`config.mk`:
```
export PLATFORM = sky130hd
export DESIGN_NAME = key_search_scheduler
export DESIGN_NICKNAME = d
export VERILOG_FILES = /design/src/rtl/rc4_breaker_pkg.sv /design/src/rtl/plaintext_checker.sv /design/src/rtl/key_search_scheduler.sv
export SDC_FILE = /design/constraint.sdc
export NUM_CORES = 1
export LEC_CHECK = 0
export BUFFER_PORTS_ARGS = -buffer_cell sky130_fd_sc_hd__clkbuf_2
export CORE_ASPECT_RATIO = 0.75
export CORE_MARGIN = 2
export CORE_UTILIZATION = 40
export DETAILED_ROUTE_END_ITERATION = 12
export PLACE_DENSITY = 0.7
export SYNTH_ARGS = -nofsm -noshare
export SYNTH_HDL_FRONTEND = slang
export SYNTH_SLANG_ARGS = --single-unit
export TNS_END_PERCENT = 30
```
`constraint.sdc`:
```
create_clock -name CLOCK_50 -period 2.2 [get_ports CLOCK_50]
set_input_delay 0.33 -clock CLOCK_50 [delete_from_list [all_inputs] [get_ports CLOCK_50]]
set_output_delay 0.33 -clock CLOCK_50 [all_outputs]
set_load 0.005 [all_outputs]
```
`src/rtl/rc4_breaker_pkg.sv`:
```
// ============================================================================
// Module   : rc4_breaker_pkg
// Purpose  : Shared types and character constants for the RC4 key-search slice.
// Revision : 1.0 - initial release
// ============================================================================
`default_nettype none

package rc4_breaker_pkg;

    typedef enum logic [2:0] {
        ST_IDLE      = 3'd0,
        ST_LOAD      = 3'd1,
        ST_RUN       = 3'd2,
        ST_EVAL      = 3'd3,
        ST_NEXT      = 3'd4,
        ST_FOUND     = 3'd5,
        ST_EXHAUSTED = 3'd6
    } search_state_t;

    localparam logic [7:0] CHAR_SPACE      = 8'h20;
    localparam logic [7:0] CHAR_LOWER_A    = 8'h61;
    localparam logic [7:0] CHAR_LOWER_Z    = 8'h7A;
    localparam int         DEFAULT_MSG_LEN = 32;

    // Plaintext alphabet: space plus lowercase letters.
    function automatic logic is_legal_char(input logic [7:0] c);
        return (c == CHAR_SPACE) || ((c >= CHAR_LOWER_A) && (c <= CHAR_LOWER_Z));
    endfunction

endpackage

`default_nettype wire

```
`src/rtl/plaintext_checker.sv`:
```
// ============================================================================
// Module   : plaintext_checker
// Purpose  : Counts decrypted characters and flags any illegal or excess one.
// Revision : 1.0 - initial release
// ============================================================================
`default_nettype none

module plaintext_checker
    import rc4_breaker_pkg::*;
#(
    parameter int MSG_LEN = DEFAULT_MSG_LEN
) (
    input  logic       CLOCK_50,
    input  logic       reset_n,
    input  logic       clear,
    input  logic       enable,
    input  logic       char_valid,
    input  logic [7:0] char_data,
    output logic       pass,
    output logic       bad
);

    localparam int             CNT_W       = $clog2(MSG_LEN + 1);
    localparam logic [CNT_W-1:0] c_MSG_LEN = CNT_W'(MSG_LEN);
    localparam logic [CNT_W-1:0] c_CNT_ONE = CNT_W'(1);

    logic [CNT_W-1:0] r_char_cnt;
    logic             r_bad;
    logic             w_accept;
    logic             w_full;
    logic             w_bad_now;

    assign w_accept  = enable && char_valid;
    assign w_full    = (r_char_cnt == c_MSG_LEN);
    assign w_bad_now = w_accept && (!is_legal_char(char_data) || w_full);

    // The count saturates at MSG_LEN; anything beyond is caught by the bad flag.
    always_ff @(posedge CLOCK_50) begin
        if (!reset_n || clear) begin
            r_char_cnt <= '0;
            r_bad      <= 1'b0;
        end else begin
            if (w_accept && !w_full) begin
                r_char_cnt <= r_char_cnt + c_CNT_ONE;
            end
            if (w_bad_now) begin
                r_bad <= 1'b1;
            end
        end
    end

    // bad also reflects the character being screened this cycle.
    assign bad  = r_bad || w_bad_now;
    assign pass = !r_bad && w_full;

endmodule

`default_nettype wire

```
`src/rtl/key_search_scheduler.sv`:
```
// ============================================================================
// Module   : key_search_scheduler
// Purpose  : Steps RC4 candidate keys and stops on the first printable message.
//            Optional build macro: EARLY_REJECT_EN (abandon a key on first bad char).
// Revision : 1.0 - initial release
// ============================================================================
`default_nettype none

module key_search_scheduler
    import rc4_breaker_pkg::*;
#(
    parameter int                   KEY_WIDTH = 24,
    parameter logic [KEY_WIDTH-1:0] KEY_START = 24'h000000,
    parameter logic [KEY_WIDTH-1:0] KEY_END   = 24'h3FFFFF,
    parameter int                   MSG_LEN   = DEFAULT_MSG_LEN
) (
    input  logic                 CLOCK_50,
    input  logic                 reset_n,
    input  logic                 start,
    input  logic                 abort,
    input  logic                 decrypt_done,
    input  logic                 char_valid,
    input  logic [7:0]           char_data,
    output logic [KEY_WIDTH-1:0] secret_key,
    output logic                 key_changed,
    output logic                 key_valid,
    output logic                 busy,
    output logic                 found,
    output logic                 exhausted,
    output logic [KEY_WIDTH-1:0] found_key,
    output logic [KEY_WIDTH:0]   keys_tried
);

    localparam logic [2:0] S_IDLE      = ST_IDLE;
    localparam logic [2:0] S_LOAD      = ST_LOAD;
    localparam logic [2:0] S_RUN       = ST_RUN;
    localparam logic [2:0] S_EVAL      = ST_EVAL;
    localparam logic [2:0] S_NEXT      = ST_NEXT;
    localparam logic [2:0] S_FOUND     = ST_FOUND;
    localparam logic [2:0] S_EXHAUSTED = ST_EXHAUSTED;

    localparam logic [KEY_WIDTH-1:0] c_KEY_ONE   = KEY_WIDTH'(1);
    localparam logic [KEY_WIDTH:0]   c_TRIED_ONE = (KEY_WIDTH + 1)'(1);

    logic [2:0]           r_state;
    logic [2:0]           w_next_state;
    logic [KEY_WIDTH-1:0] r_key;
    logic [KEY_WIDTH-1:0] r_found_key;
    logic [KEY_WIDTH:0]   r_keys_tried;
    logic                 w_pass;
    logic                 w_bad;
    logic                 w_start_ok;
    logic                 w_key_passed;
    logic                 w_count_key;
    logic                 w_at_end;

    plaintext_checker #(
        .MSG_LEN (MSG_LEN)
    ) u_checker (
        .CLOCK_50   (CLOCK_50),
        .reset_n    (reset_n),
        .clear      (r_state == S_LOAD),
        .enable     (r_state == S_RUN),
        .char_valid (char_valid),
        .char_data  (char_data),
        .pass       (w_pass),
        .bad        (w_bad)
    );

    assign w_start_ok   = start && ((r_state == S_IDLE) || (r_state == S_FOUND) ||
                                    (r_state == S_EXHAUSTED));
    assign w_key_passed = (r_state == S_EVAL) && w_pass && !w_bad;
    assign w_at_end     = (r_key == KEY_END);

`ifdef EARLY_REJECT_EN
    assign w_count_key = (r_state == S_EVAL) || ((r_state == S_RUN) && w_bad);
`else
    assign w_count_key = (r_state == S_EVAL);
`endif

    always_comb begin
        w_next_state = r_state;
        case (r_state)
            S_IDLE:      if (start) w_next_state = S_LOAD;
            S_LOAD:      w_next_state = S_RUN;
            S_RUN: begin
`ifdef EARLY_REJECT_EN
                if (w_bad)             w_next_state = S_NEXT;
                else if (decrypt_done) w_next_state = S_EVAL;
`else
                if (decrypt_done)      w_next_state = S_EVAL;
`endif
            end
            S_EVAL:      w_next_state = w_key_passed ? S_FOUND : S_NEXT;
            S_NEXT:      w_next_state = w_at_end ? S_EXHAUSTED : S_LOAD;
            S_FOUND:     if (start) w_next_state = S_LOAD;
            S_EXHAUSTED: if (start) w_next_state = S_LOAD;
            default:     w_next_state = S_IDLE;
        endcase
        if (abort) begin
            w_next_state = S_IDLE;
        end
    end

    // Abort freezes the datapath so the aborted candidate leaves no trace.
    always_ff @(posedge CLOCK_50) begin
        if (!reset_n) begin
            r_state      <= S_IDLE;
            r_key        <= KEY_START;
            r_found_key  <= '0;
            r_keys_tried <= '0;
        end else begin
            r_state <= w_next_state;
            if (!abort) begin
                if (w_start_ok) begin
                    r_key        <= KEY_START;
                    r_found_key  <= '0;
                    r_keys_tried <= '0;
                end
                if (w_count_key) begin
                    r_keys_tried <= r_keys_tried + c_TRIED_ONE;
                end
                if (w_key_passed) begin
                    r_found_key <= r_key;
                end
                if ((r_state == S_NEXT) && !w_at_end) begin
                    r_key <= r_key + c_KEY_ONE;
                end
            end
        end
    end

    assign secret_key  = r_key;
    assign key_changed = (r_state == S_LOAD);
    assign key_valid   = (r_state == S_RUN);
    assign busy        = (r_state == S_LOAD) || (r_state == S_RUN) || (r_state == S_NEXT);
    assign found       = (r_state == S_FOUND);
    assign exhausted   = (r_state == S_EXHAUSTED);
    assign found_key   = r_found_key;
    assign keys_tried  = r_keys_tried;

endmodule

`default_nettype wire

```
# Yosys cells after proc, flatten, opt, wreduce, memory -nomap -nowiden
# Index checks and enable logic that the tools add are counted.
# op_classes
addsub	3
order_cmp	2
n_eq_ne	11
n_mux	10
n_bitwise	2
reduce_logical	33
# op_table
operator	count
$mux 24	3
$mux 25	2
$add 25x1->25 const B	1
$add 24x1->24 const B	1
$eq 24x22->1 const B	1
$pmux 3 s5	1
$eq 3x3->1 const B	3
$logic_and 1x1->1	9
$mux 3	3
$eq 8x6->1 const B	1
$ge 8x7->1 const B	1
$le 8x7->1 const B	1
$logic_or 1x1->1	8
$reduce_and 2->1	4
$add 6x1->6 const B	1
$eq 3x2->1 const B	2
$eq 6x6->1 const B	1
$logic_not 1->1	6
$reduce_bool 2->1	3
$eq 3x1->1 const B	1
$logic_not 3->1	1
$reduce_or 3->1	1
$ne 2x1->1 const B	1
$ne 2x2->1 const B	1
other kinds (3)	4
# word_totals
ff_bits	83
inputBits	14
out_inout_bits	78
word_cells	67

# Logic depth before layout (Yosys ltp)
# Gate-level depths: netlist of the first run.
# depth
ltp_word	11
ltp_mapped	7
mapped_depth_nobuf	6

# Modules after synthesis
# From an unflattened synthesis of the first run, not the netlist that was laid out.
# unflattened
hier_cells	467
hier_area_um2	3986.3
# modules_own_cells
module	instances	cells_each	area_per_inst_um2	seq_area_each_um2
key_search_scheduler	1	420	3595.9	1521.5
plaintext_checker	1	47	390.4	140.1

# Worst setup path after synthesis of the first run
# Ideal clock, no wire load.
# synth_path
kind	register to register
from	reg r_key[0] (netlist: secret_key[0])
to	reg r_key[18] (netlist: secret_key[18])
setup_time_ns	0.128
arrival_time_ns	1.856
t_required_ns	2.072
path_slack_ns	0.216
stages_incl_launch_ff	7
n_path_buf	0
period_less_slack_ns	1.984
path_cell_list	dfxtp_1 ha_1 nand3_1 or4_4 or4_1 xor2_1 nor2_1
# synth_between
elab_chain_len	5
word_cells_on_any_way	7
cone_classes	add/sub (1); eq/ne (1); mux (1); reduce/logical (4)
# synth_rtl
element	line	source
start: declaration	key_search_scheduler.sv:47	logic [KEY_WIDTH-1:0] r_key;
start signal: assignment	key_search_scheduler.sv:127	r_key <= r_key + c_KEY_ONE;
parallel branches: the longest is 5 deep, another holds $add 24x1->24	n/a	
# Several ways; the timed one is not identified.
# A chain may end at the register's enable or synchronous reset.

# Final worst setup path of the first run
# layout_path
from	reg r_key[4] (netlist: secret_key[4])
to	reg r_key[21] (netlist: secret_key[21])
# The elaborated chain is that of the path after synthesis.

==> run_summary.xml, run 1 <==
<?xml version="1.0" encoding="UTF-8"?>
<metrics>
  <group name="place">
    <metric name="globalplace.congestion" unit="">0.814</metric>
    <metric name="post-place-cells" unit="">681</metric>
    <metric name="hpwlAfterDp" unit="µm">7570</metric>
    <metric name="port_buffers" unit="">91</metric>
    <metric name="post_dp_cell_area" unit="mm²">0.00469</metric>
  </group>
  <group name="clock_network">
    <metric name="clock_sinks" unit="">83</metric>
    <metric name="cts_setup_buffers" unit="">0</metric>
    <metric name="cts_made_buffers" unit="">9</metric>
    <metric name="clockRootBuffer" unit="">sky130_fd_sc_hd__clkbuf_16</metric>
    <metric name="worst_setup_hold_path_clk_slew" unit="ns">0.06</metric>
    <metric name="cts_tree" unit="">done</metric>
    <metric name="worst_skew_pair.late_latency" unit="ns">0.33</metric>
    <metric name="cts.htree.levels" unit="">3</metric>
    <metric name="max-clock-path-buffers" unit="">2</metric>
  </group>
  <group name="final_layout">
    <metric name="post_route_cells_drive_above_1_share" unit="%">26.7</metric>
    <metric name="design.final.nets" unit="">578</metric>
    <metric name="insertedDiodeCount" unit="">0</metric>
    <metric name="layout.cell_area.non_filler" unit="mm²">0.00499</metric>
    <metric name="fin_util" unit="%">52.3</metric>
    <metric name="flow.area_growth_from_synthesis" unit="%">28.3</metric>
    <metric name="final_cells" unit="">697</metric>
  </group>
  <group name="setup_path">
    <metric name="path_class" unit="">register to register</metric>
    <metric name="cp_startpoint" unit="">secret_key[4]$_SDFFE_PN0P_</metric>
    <metric name="critical_path.reg2reg.startpoint" unit="">secret_key[4]$_SDFFE_PN0P_</metric>
    <metric name="reg2regPathDepth" unit="">5</metric>
    <metric name="timing.reg2reg.setup_slack" unit="ns">0.15</metric>
    <metric name="crit_fanout" unit="">7</metric>
    <metric name="worstSetupEndpointType" unit="">register</metric>
    <metric name="worst_ep_required_time" unit="ns">2.46</metric>
    <metric name="critPathArrivalTime" unit="ns">2.31</metric>
    <metric name="timing.rr.end" unit="">secret_key[21]$_SDFFE_PN0P_</metric>
    <metric name="endpoint" unit="">secret_key[21]$_SDFFE_PN0P_</metric>
    <metric name="crit_path_start_kind" unit="">register</metric>
  </group>
  <group name="synth">
    <metric name="synthTopCellsByArea" unit="">sky130_fd_sc_hd__dfxtp_1 (43%), sky130_fd_sc_hd__nor2_1 (4.3%), sky130_fd_sc_hd__xor2_1 (4.3%), sky130_fd_sc_hd__nand3_1 (4.1%), sky130_fd_sc_hd__a22o_1 (3.8%)</metric>
    <metric name="mappedNetlistNets" unit="">463</metric>
    <metric name="synth_async_sr_flop_share" unit="%">0</metric>
    <metric name="synth_cell_area" unit="mm²">0.00389</metric>
    <metric name="synth-seq-cells" unit="">83</metric>
    <metric name="syn_area_per_cell" unit="µm²">8.74</metric>
    <metric name="synth.yosys.seq_area_share" unit="%">42.7</metric>
    <metric name="yosysTopAreaCell" unit="">sky130_fd_sc_hd__dfxtp_1</metric>
    <metric name="synth_cell_type_count" unit="">52</metric>
    <metric name="yosys.area.top_type_share" unit="%">42.7</metric>
    <metric name="synth_warnings" unit="">0</metric>
    <metric name="number_of_enable_type_register_cells_in_the_synthesized_netlist" unit="">0</metric>
    <metric name="syn-instance-count" unit="">445</metric>
    <metric name="most_common_flop_cell_mapped_by_yosys" unit="">sky130_fd_sc_hd__dfxtp_1</metric>
  </group>
  <group name="die">
    <metric name="chipWidth" unit="µm">118</metric>
    <metric name="fp.dieArea" unit="mm²">0.0105</metric>
    <metric name="fp-row-count" unit="">31</metric>
    <metric name="die_height" unit="µm">89.4</metric>
    <metric name="ioPinCount" unit="">92</metric>
    <metric name="placeableCoreArea" unit="mm²">0.00954</metric>
    <metric name="initial_utilization" unit="%">40.7</metric>
  </group>
  <group name="routing">
    <metric name="drt_first_pass_iters" unit="">4</metric>
    <metric name="drt_iter0_drc" unit="">265</metric>
    <metric name="vias" unit="">3798</metric>
    <metric name="wirelength" unit="µm">10200</metric>
    <metric name="post-route-drc-count" unit="">0</metric>
    <metric name="avgRoutedWirePerCell" unit="µm">14.7</metric>
    <metric name="ant_nets" unit="">0</metric>
    <metric name="vias_per_cell" unit="">5.45</metric>
  </group>
  <group name="timing">
    <metric name="grt_setup_unrepaired" unit="">false</metric>
    <metric name="setup_tns" unit="ns">0</metric>
    <metric name="fin_crit_sh" unit="%">93.2</metric>
    <metric name="maxClockFrequency" unit="GHz">0.488</metric>
    <metric name="finalHoldViolCount" unit="">0</metric>
    <metric name="final-max-slew-violation-count" unit="">0</metric>
    <metric name="setup_viol_count_final" unit="">0</metric>
    <metric name="whs" unit="ns">0.394</metric>
    <metric name="worst_pin_slew" unit="ns">0.751</metric>
    <metric name="post-route-min-period" unit="ns">2.05</metric>
    <metric name="fin_worst_skew" unit="ns">0.00430</metric>
    <metric name="maxSlewHeadroom" unit="%">49.9</metric>
  </group>
  <group name="min_path">
    <metric name="min_delay_path_depth" unit="">4</metric>
    <metric name="timing.hold.worst.start" unit="">char_data[5]</metric>
    <metric name="hold_path.class" unit="">input pin to register</metric>
  </group>
  <group name="grt">
    <metric name="largest_net_degree_at_the_start_of_global_routing" unit="">32</metric>
    <metric name="grt_use_total" unit="%">19.4</metric>
    <metric name="grt-ovfl-total" unit="">0</metric>
    <metric name="grt_pass1_vias" unit="">3485</metric>
    <metric name="first_pass_grt_wire_length" unit="µm">16700</metric>
    <metric name="initial_antenna_violation_count" unit="">0</metric>
  </group>
  <group name="pwr">
    <metric name="power.ir.vdd_worst" unit="V">0.000465</metric>
    <metric name="leakagePower" unit="nW">1.95</metric>
    <metric name="p_per_area" unit="mW/mm²">628</metric>
  </group>
  <group name="run_status">
    <metric name="outcome" unit="">completed</metric>
  </group>
  <group name="run">
    <metric name="max-cap-violations" unit="">0</metric>
  </group>
</metrics>
==> layout by cell type (no fill, tap or decap), types with 3 or more instances in the layout <==
| cell type | n |
|---|---|
| sky130_fd_sc_hd__clkbuf_16 | 9 |
| sky130_fd_sc_hd__nor3b_1 | 3 |
| sky130_fd_sc_hd__ha_1 | 4 |
| sky130_fd_sc_hd__buf_4 | 28 |
| sky130_fd_sc_hd__xnor2_1 | 13 |
| sky130_fd_sc_hd__and2_1 | 3 |
| sky130_fd_sc_hd__and3_1 | 7 |
| sky130_fd_sc_hd__a21boi_0 | 9 |
| sky130_fd_sc_hd__a21oi_1 | 20 |
| sky130_fd_sc_hd__o311ai_0 | 4 |
| sky130_fd_sc_hd__xor2_1 | 19 |
| sky130_fd_sc_hd__a22o_1 | 17 |
| sky130_fd_sc_hd__nor2_1 | 45 |
| sky130_fd_sc_hd__nand3b_1 | 4 |
| sky130_fd_sc_hd__nor4b_1 | 5 |
| sky130_fd_sc_hd__nor4_1 | 5 |
| sky130_fd_sc_hd__and4_1 | 3 |
| sky130_fd_sc_hd__o31ai_1 | 4 |
| sky130_fd_sc_hd__nand2_1 | 39 |
| sky130_fd_sc_hd__nand2b_1 | 4 |
| sky130_fd_sc_hd__clkbuf_2 | 91 |
| sky130_fd_sc_hd__inv_1 | 10 |
| sky130_fd_sc_hd__o21ai_0 | 15 |
| sky130_fd_sc_hd__a211oi_1 | 3 |
| sky130_fd_sc_hd__nand3_1 | 32 |
| sky130_fd_sc_hd__dfxtp_1 | 82 |
| sky130_fd_sc_hd__or3_1 | 15 |
| sky130_fd_sc_hd__or4_1 | 7 |
| sky130_fd_sc_hd__clkinv_2 | 3 |
| sky130_fd_sc_hd__nor3_1 | 6 |
| sky130_fd_sc_hd__nand4_1 | 19 |
==> per-stage QoR <==
stage | setup WS (ns) | power [mW]
2_1_floorplan | 0.216 | 1.61
3_3_place_gp | 0.225 | 1.66
3_5_place_dp | 0.184 | 1.67
4_1_cts | 0.0512 | 3.15
5_1_grt | 0.00567 | 3.24
6_report | 0.149 | 3.13
==> flip-flops by register name, summed over array words and instances (netlist names) <==
| signal | cells |
|---|---|
| keys_tried | 25 |
| r_state | 3 |
| u_checker.r_char_cnt | 6 |
| secret_key | 24 |
| u_checker.r_bad | 1 |
| found_key | 24 |
==> where the power goes <==
group / switching (mW) / total, mW / internal [mW]
Clock: 0.589 / 1.49 / 0.904
Combinational: 0.0806 / 0.126 / 0.0450
Sequential: 0.00513 / 1.51 / 1.51
Total: 0.675 / 3.13 / 2.45
==> logic make-up after synthesis <==
group / Yosys count / share of synthesized area [%]
AOI/OAI and AO/OA: 86 / 15.6
xor gates and xnor gates: 32 / 7.21
adders and majority gates: 4 / 1.29
buffers and inverters: 26 / 2.57
DFF: 83 / 42.7
muxes: 1 / 0.257
and+or+nand+nor: 213 / 30.4
==> per-layer routing <==
layer	share of wire, %	GRT usage (%)	up-vias
met5	0	0	-
met4	0.74	4.38	0
met3	4.3	4.78	7
met2	47	32.2	88
met1	48	25.9	1831
li1	-	-	1872
==> worst min-delay path by stage <==
stage / slack [ns] / end
2_1_floorplan: 0.47 / found_key[1]$_SDFFE_PN0P_
3_3_place_gp: 0.46 / found_key[4]$_SDFFE_PN0P_
3_5_place_dp: 0.47 / found_key[3]$_SDFFE_PN0P_
4_1_cts: 0.38 / u_checker.r_bad$_SDFFE_PP0P_
5_1_grt: 0.43 / u_checker.r_bad$_SDFFE_PP0P_
6_report: 0.39 / u_checker.r_bad$_SDFFE_PP0P_
==> final cells by class <==
type                       instances  area (µm²)
multi-input combinational        336        2140
tap                              132         165
inverter                          10        37.5
sequential                        83        1660
timing repair buffer             120         686
fill                             924        4560
clock inverter                     5        52.6
clock buffer                      11         243
==> worst max-delay path, stage by stage (launching register included) <==
cell	delay (ns)
sky130_fd_sc_hd__dfxtp_1	0.45
sky130_fd_sc_hd__and4_2	0.31
sky130_fd_sc_hd__nand3_1	0.13
sky130_fd_sc_hd__or3_1	0.42
sky130_fd_sc_hd__or4_1	0.52
sky130_fd_sc_hd__a21oi_1	0.14
==> cell usage after synthesis, types with 2 or more instances <==
cell,instances
sky130_fd_sc_hd__nor4b_1,5
sky130_fd_sc_hd__buf_2,2
sky130_fd_sc_hd__clkbuf_1,14
sky130_fd_sc_hd__a211oi_1,3
sky130_fd_sc_hd__inv_1,10
sky130_fd_sc_hd__nand2b_1,4
sky130_fd_sc_hd__xnor2_1,13
sky130_fd_sc_hd__nand2_1,39
sky130_fd_sc_hd__nand3_1,32
sky130_fd_sc_hd__xor2_1,19
sky130_fd_sc_hd__nor4_1,5
sky130_fd_sc_hd__ha_1,4
sky130_fd_sc_hd__nor4_2,2
sky130_fd_sc_hd__or2_2,2
sky130_fd_sc_hd__nand4_2,2
sky130_fd_sc_hd__and3_1,7
sky130_fd_sc_hd__and4_1,4
sky130_fd_sc_hd__nor3b_1,3
sky130_fd_sc_hd__nor3_1,6
sky130_fd_sc_hd__nand4_1,19
sky130_fd_sc_hd__and2_1,3
sky130_fd_sc_hd__nand3b_1,4
sky130_fd_sc_hd__o311ai_0,4
sky130_fd_sc_hd__a2111oi_0,2
sky130_fd_sc_hd__nand4b_1,2
sky130_fd_sc_hd__a22o_1,17
sky130_fd_sc_hd__a21boi_0,9
sky130_fd_sc_hd__or4_1,7
sky130_fd_sc_hd__dfxtp_1,83
sky130_fd_sc_hd__o22a_1,2
sky130_fd_sc_hd__a21oi_1,20
sky130_fd_sc_hd__or3_1,15
sky130_fd_sc_hd__o311a_1,2
sky130_fd_sc_hd__o21ai_0,15
sky130_fd_sc_hd__nor2_1,45
sky130_fd_sc_hd__o31ai_1,4
==> what timing repair did <==
| action | CTS | global route |
|---|---|---|
| endpoints found under the hold margin | 0 | 0 |
| hold buffers | 0 | 0 |
| endpoints found under the setup margin | 0 | 4 |
| gates resized for setup | 0 | 3 |
(Power assumes the default switching activity.)
==> run 2, diff against run 1 <==
--- a/config.mk
+++ b/config.mk
@@ -10,7 +10,7 @@
 export CORE_MARGIN = 2
 export CORE_UTILIZATION = 40
 export DETAILED_ROUTE_END_ITERATION = 12
-export PLACE_DENSITY = 0.7
+export PLACE_DENSITY = 0.73
 export SYNTH_ARGS = -nofsm -noshare
 export SYNTH_HDL_FRONTEND = slang
 export SYNTH_SLANG_ARGS = --single-unit
==> constraint.sdc (replaced) <==
create_clock -name CLOCK_50 -period 1.7 [get_ports CLOCK_50]
set_input_delay 0.255 -clock CLOCK_50 [delete_from_list [all_inputs] [get_ports CLOCK_50]]
set_output_delay 0.255 -clock CLOCK_50 [all_outputs]
set_load 0.005 [all_outputs]
==> run 2 against run 1 <==
Compared with the run above:
- design area rose by 24%
- largest power group unchanged
- the flow now finishes with violations (setup timing)
- sequential power increased by 28%
- largest cell class unchanged
- setup slack lost 0.37 ns
- total power up 31%
==> run_summary.xml, run 2 (same netlist as run 1, synthesis figures left out) <==
<?xml version="1.0" encoding="UTF-8"?>
<metrics>
  <group name="timing">
    <metric name="whs" unit="ns">0.283</metric>
    <metric name="finalHoldViolCount" unit="">0</metric>
    <metric name="post-route-worst-setup-slack" unit="ns">-0.223</metric>
    <metric name="maxSlewHeadroom" unit="%">71.0</metric>
    <metric name="setup_viol_count_final" unit="">48</metric>
    <metric name="grt_setup_unrepaired" unit="">true</metric>
    <metric name="fin_crit_sh" unit="%">113</metric>
    <metric name="worst_pin_slew" unit="ns">0.431</metric>
    <metric name="final-max-slew-violation-count" unit="">0</metric>
    <metric name="maxClockFrequency" unit="GHz">0.520</metric>
    <metric name="fin_worst_skew" unit="ns">0.00656</metric>
    <metric name="post-route-min-period" unit="ns">1.92</metric>
  </group>
  <group name="routing">
    <metric name="wirelength" unit="µm">12500</metric>
    <metric name="ant_nets" unit="">0</metric>
    <metric name="vias_per_cell" unit="">5.39</metric>
    <metric name="post-route-drc-count" unit="">0</metric>
    <metric name="avgRoutedWirePerCell" unit="µm">15.9</metric>
    <metric name="drt_iter0_drc" unit="">232</metric>
    <metric name="drt_first_pass_iters" unit="">5</metric>
    <metric name="vias" unit="">4238</metric>
  </group>
  <group name="run_status">
    <metric name="outcome" unit="">complete, but fails checks</metric>
    <metric name="failed_checks" unit="">setup timing</metric>
  </group>
  <group name="die">
    <metric name="die_height" unit="µm">89.4</metric>
    <metric name="fp-row-count" unit="">31</metric>
    <metric name="initial_utilization" unit="%">40.7</metric>
    <metric name="chipWidth" unit="µm">118</metric>
    <metric name="ioPinCount" unit="">92</metric>
    <metric name="placeableCoreArea" unit="mm²">0.00954</metric>
    <metric name="fp.dieArea" unit="mm²">0.0105</metric>
  </group>
  <group name="clock_network">
    <metric name="clock_sinks" unit="">83</metric>
    <metric name="cts_made_buffers" unit="">9</metric>
    <metric name="clockRootBuffer" unit="">sky130_fd_sc_hd__clkbuf_16</metric>
    <metric name="worst_setup_hold_path_clk_slew" unit="ns">0.06</metric>
    <metric name="cts.htree.levels" unit="">3</metric>
    <metric name="worst_skew_pair.late_latency" unit="ns">0.34</metric>
    <metric name="holdBufCountCts" unit="">0</metric>
    <metric name="max-clock-path-buffers" unit="">2</metric>
    <metric name="cts_tree" unit="">done</metric>
  </group>
  <group name="final_layout">
    <metric name="flow.area_growth_from_synthesis" unit="%">59.2</metric>
    <metric name="post_route_cells_drive_above_1_share" unit="%">47.6</metric>
    <metric name="design.final.nets" unit="">668</metric>
    <metric name="layout_commonest_cell" unit="">sky130_fd_sc_hd__buf_4</metric>
    <metric name="fin_util" unit="%">64.9</metric>
    <metric name="insertedDiodeCount" unit="">0</metric>
    <metric name="most-common-layout-cells" unit="">sky130_fd_sc_hd__buf_4 (98), sky130_fd_sc_hd__clkbuf_2 (90), sky130_fd_sc_hd__dfxtp_1 (62)</metric>
    <metric name="largest_register_ffs" unit="">25</metric>
  </group>
  <group name="pwr">
    <metric name="power.ir.vdd_worst" unit="V">0.000408</metric>
    <metric name="p_per_area" unit="mW/mm²">662</metric>
    <metric name="leakagePower" unit="nW">2.55</metric>
  </group>
  <group name="place">
    <metric name="globalplace.congestion" unit="">0.903</metric>
    <metric name="hpwlAfterDp" unit="µm">8530</metric>
    <metric name="place_ws" unit="ns">-0.242</metric>
    <metric name="port_buffers" unit="">91</metric>
  </group>
  <group name="grt">
    <metric name="grt-ovfl-total" unit="">0</metric>
    <metric name="initial_antenna_violation_count" unit="">0</metric>
    <metric name="largest_net_degree_at_the_start_of_global_routing" unit="">19</metric>
    <metric name="first_pass_grt_wire_length" unit="µm">18500</metric>
    <metric name="grt_use_total" unit="%">22.1</metric>
    <metric name="grt_pass1_vias" unit="">3830</metric>
  </group>
  <group name="setup_path">
    <metric name="worstSetupEndpointType" unit="">register</metric>
    <metric name="crit_fanout" unit="">3</metric>
    <metric name="path_class" unit="">register to register</metric>
    <metric name="worst_ep_required_time" unit="ns">1.93</metric>
    <metric name="critPathArrivalTime" unit="ns">2.15</metric>
    <metric name="crit_path_start_kind" unit="">register</metric>
  </group>
  <group name="min_path">
    <metric name="hold_path.class" unit="">input pin to register</metric>
  </group>
  <group name="run">
    <metric name="max-cap-violations" unit="">0</metric>
  </group>
</metrics>
==> run 2: changes by cell type in the layout (fill, tap and decap cells not counted), sizes merged <==
cell and delta:
buf +91, clkbuf -1, clkinvlp -1, clkinv +1
==> run 2: stage by stage <==
stage	TNS (ns)	power, mW	instances	area (µm²)
6_report	-3.36	4.10	787	6190
3_3_place_gp	-5.86	2.17	755	5380
2_1_floorplan	-0.934	2.08	445	4020
4_1_cts	-1.96	4.10	777	5810
3_5_place_dp	-8.19	2.18	755	5380
5_1_grt	-7.19	4.23	787	6190
==> run 2: per-layer routing <==
metal / global-route usage [%] / vias up / wire length [µm]
met5: 0 / - / 0
met2: 38.5 / 152 / 6100
met4: 7.56 / 0 / 228
met1: 27.7 / 2014 / 5540
li1: - / 2057 / -
met3: 4.59 / 15 / 673
==> run 2: final timing paths <==
| kind | from | end | slack, ns | depth (start not counted) |
|---|---|---|---|---|
| max reg2reg | secret_key[1]$_SDFFE_PN0P_ | secret_key[18]$_SDFFE_PN0P_ | -0.22 | 6 |
| min reg2reg | found_key[8]$_SDFFE_PN0P_ | found_key[8]$_SDFFE_PN0P_ | 0.48 | 2 |
| min | reset_n | secret_key[0]$_SDFFE_PN0P_ | 0.28 | 2 |
| max | secret_key[1]$_SDFFE_PN0P_ | secret_key[18]$_SDFFE_PN0P_ | -0.22 | 6 |
==> run 2: power breakdown <==
part           internal [mW]  switching [mW]
Clock                   1.13           0.777
Combinational          0.110           0.134
Sequential              1.93         0.00673
==> run 2: timing repair <==
action,4_1_cts,5_1_grt
buffers inserted,6,9
resized for setup,30,70
setup endpoints to repair,68,81
pin swaps,8,31
cloned,0,1
==> run 2: layout make-up <==
cell class,instances,area (µm²)
clock inverters,5,53.8
fillers,757,3350
flip-flops and latches,83,1710
well taps,132,165
inverters,10,42.5
clock buffers,11,233
repair buffers,210,1470
multi-input cells,336,2510
==> run 2: worst max-delay path, stage by stage (launching register included) <==
cell and delay (ns):
sky130_fd_sc_hd__dfxtp_4 0.36, sky130_fd_sc_hd__ha_4 0.14, sky130_fd_sc_hd__nand3_2 0.10, sky130_fd_sc_hd__or4_4 0.49, sky130_fd_sc_hd__or4_4 0.51, sky130_fd_sc_hd__xor2_1 0.17
sky130_fd_sc_hd__nor2_1 0.06
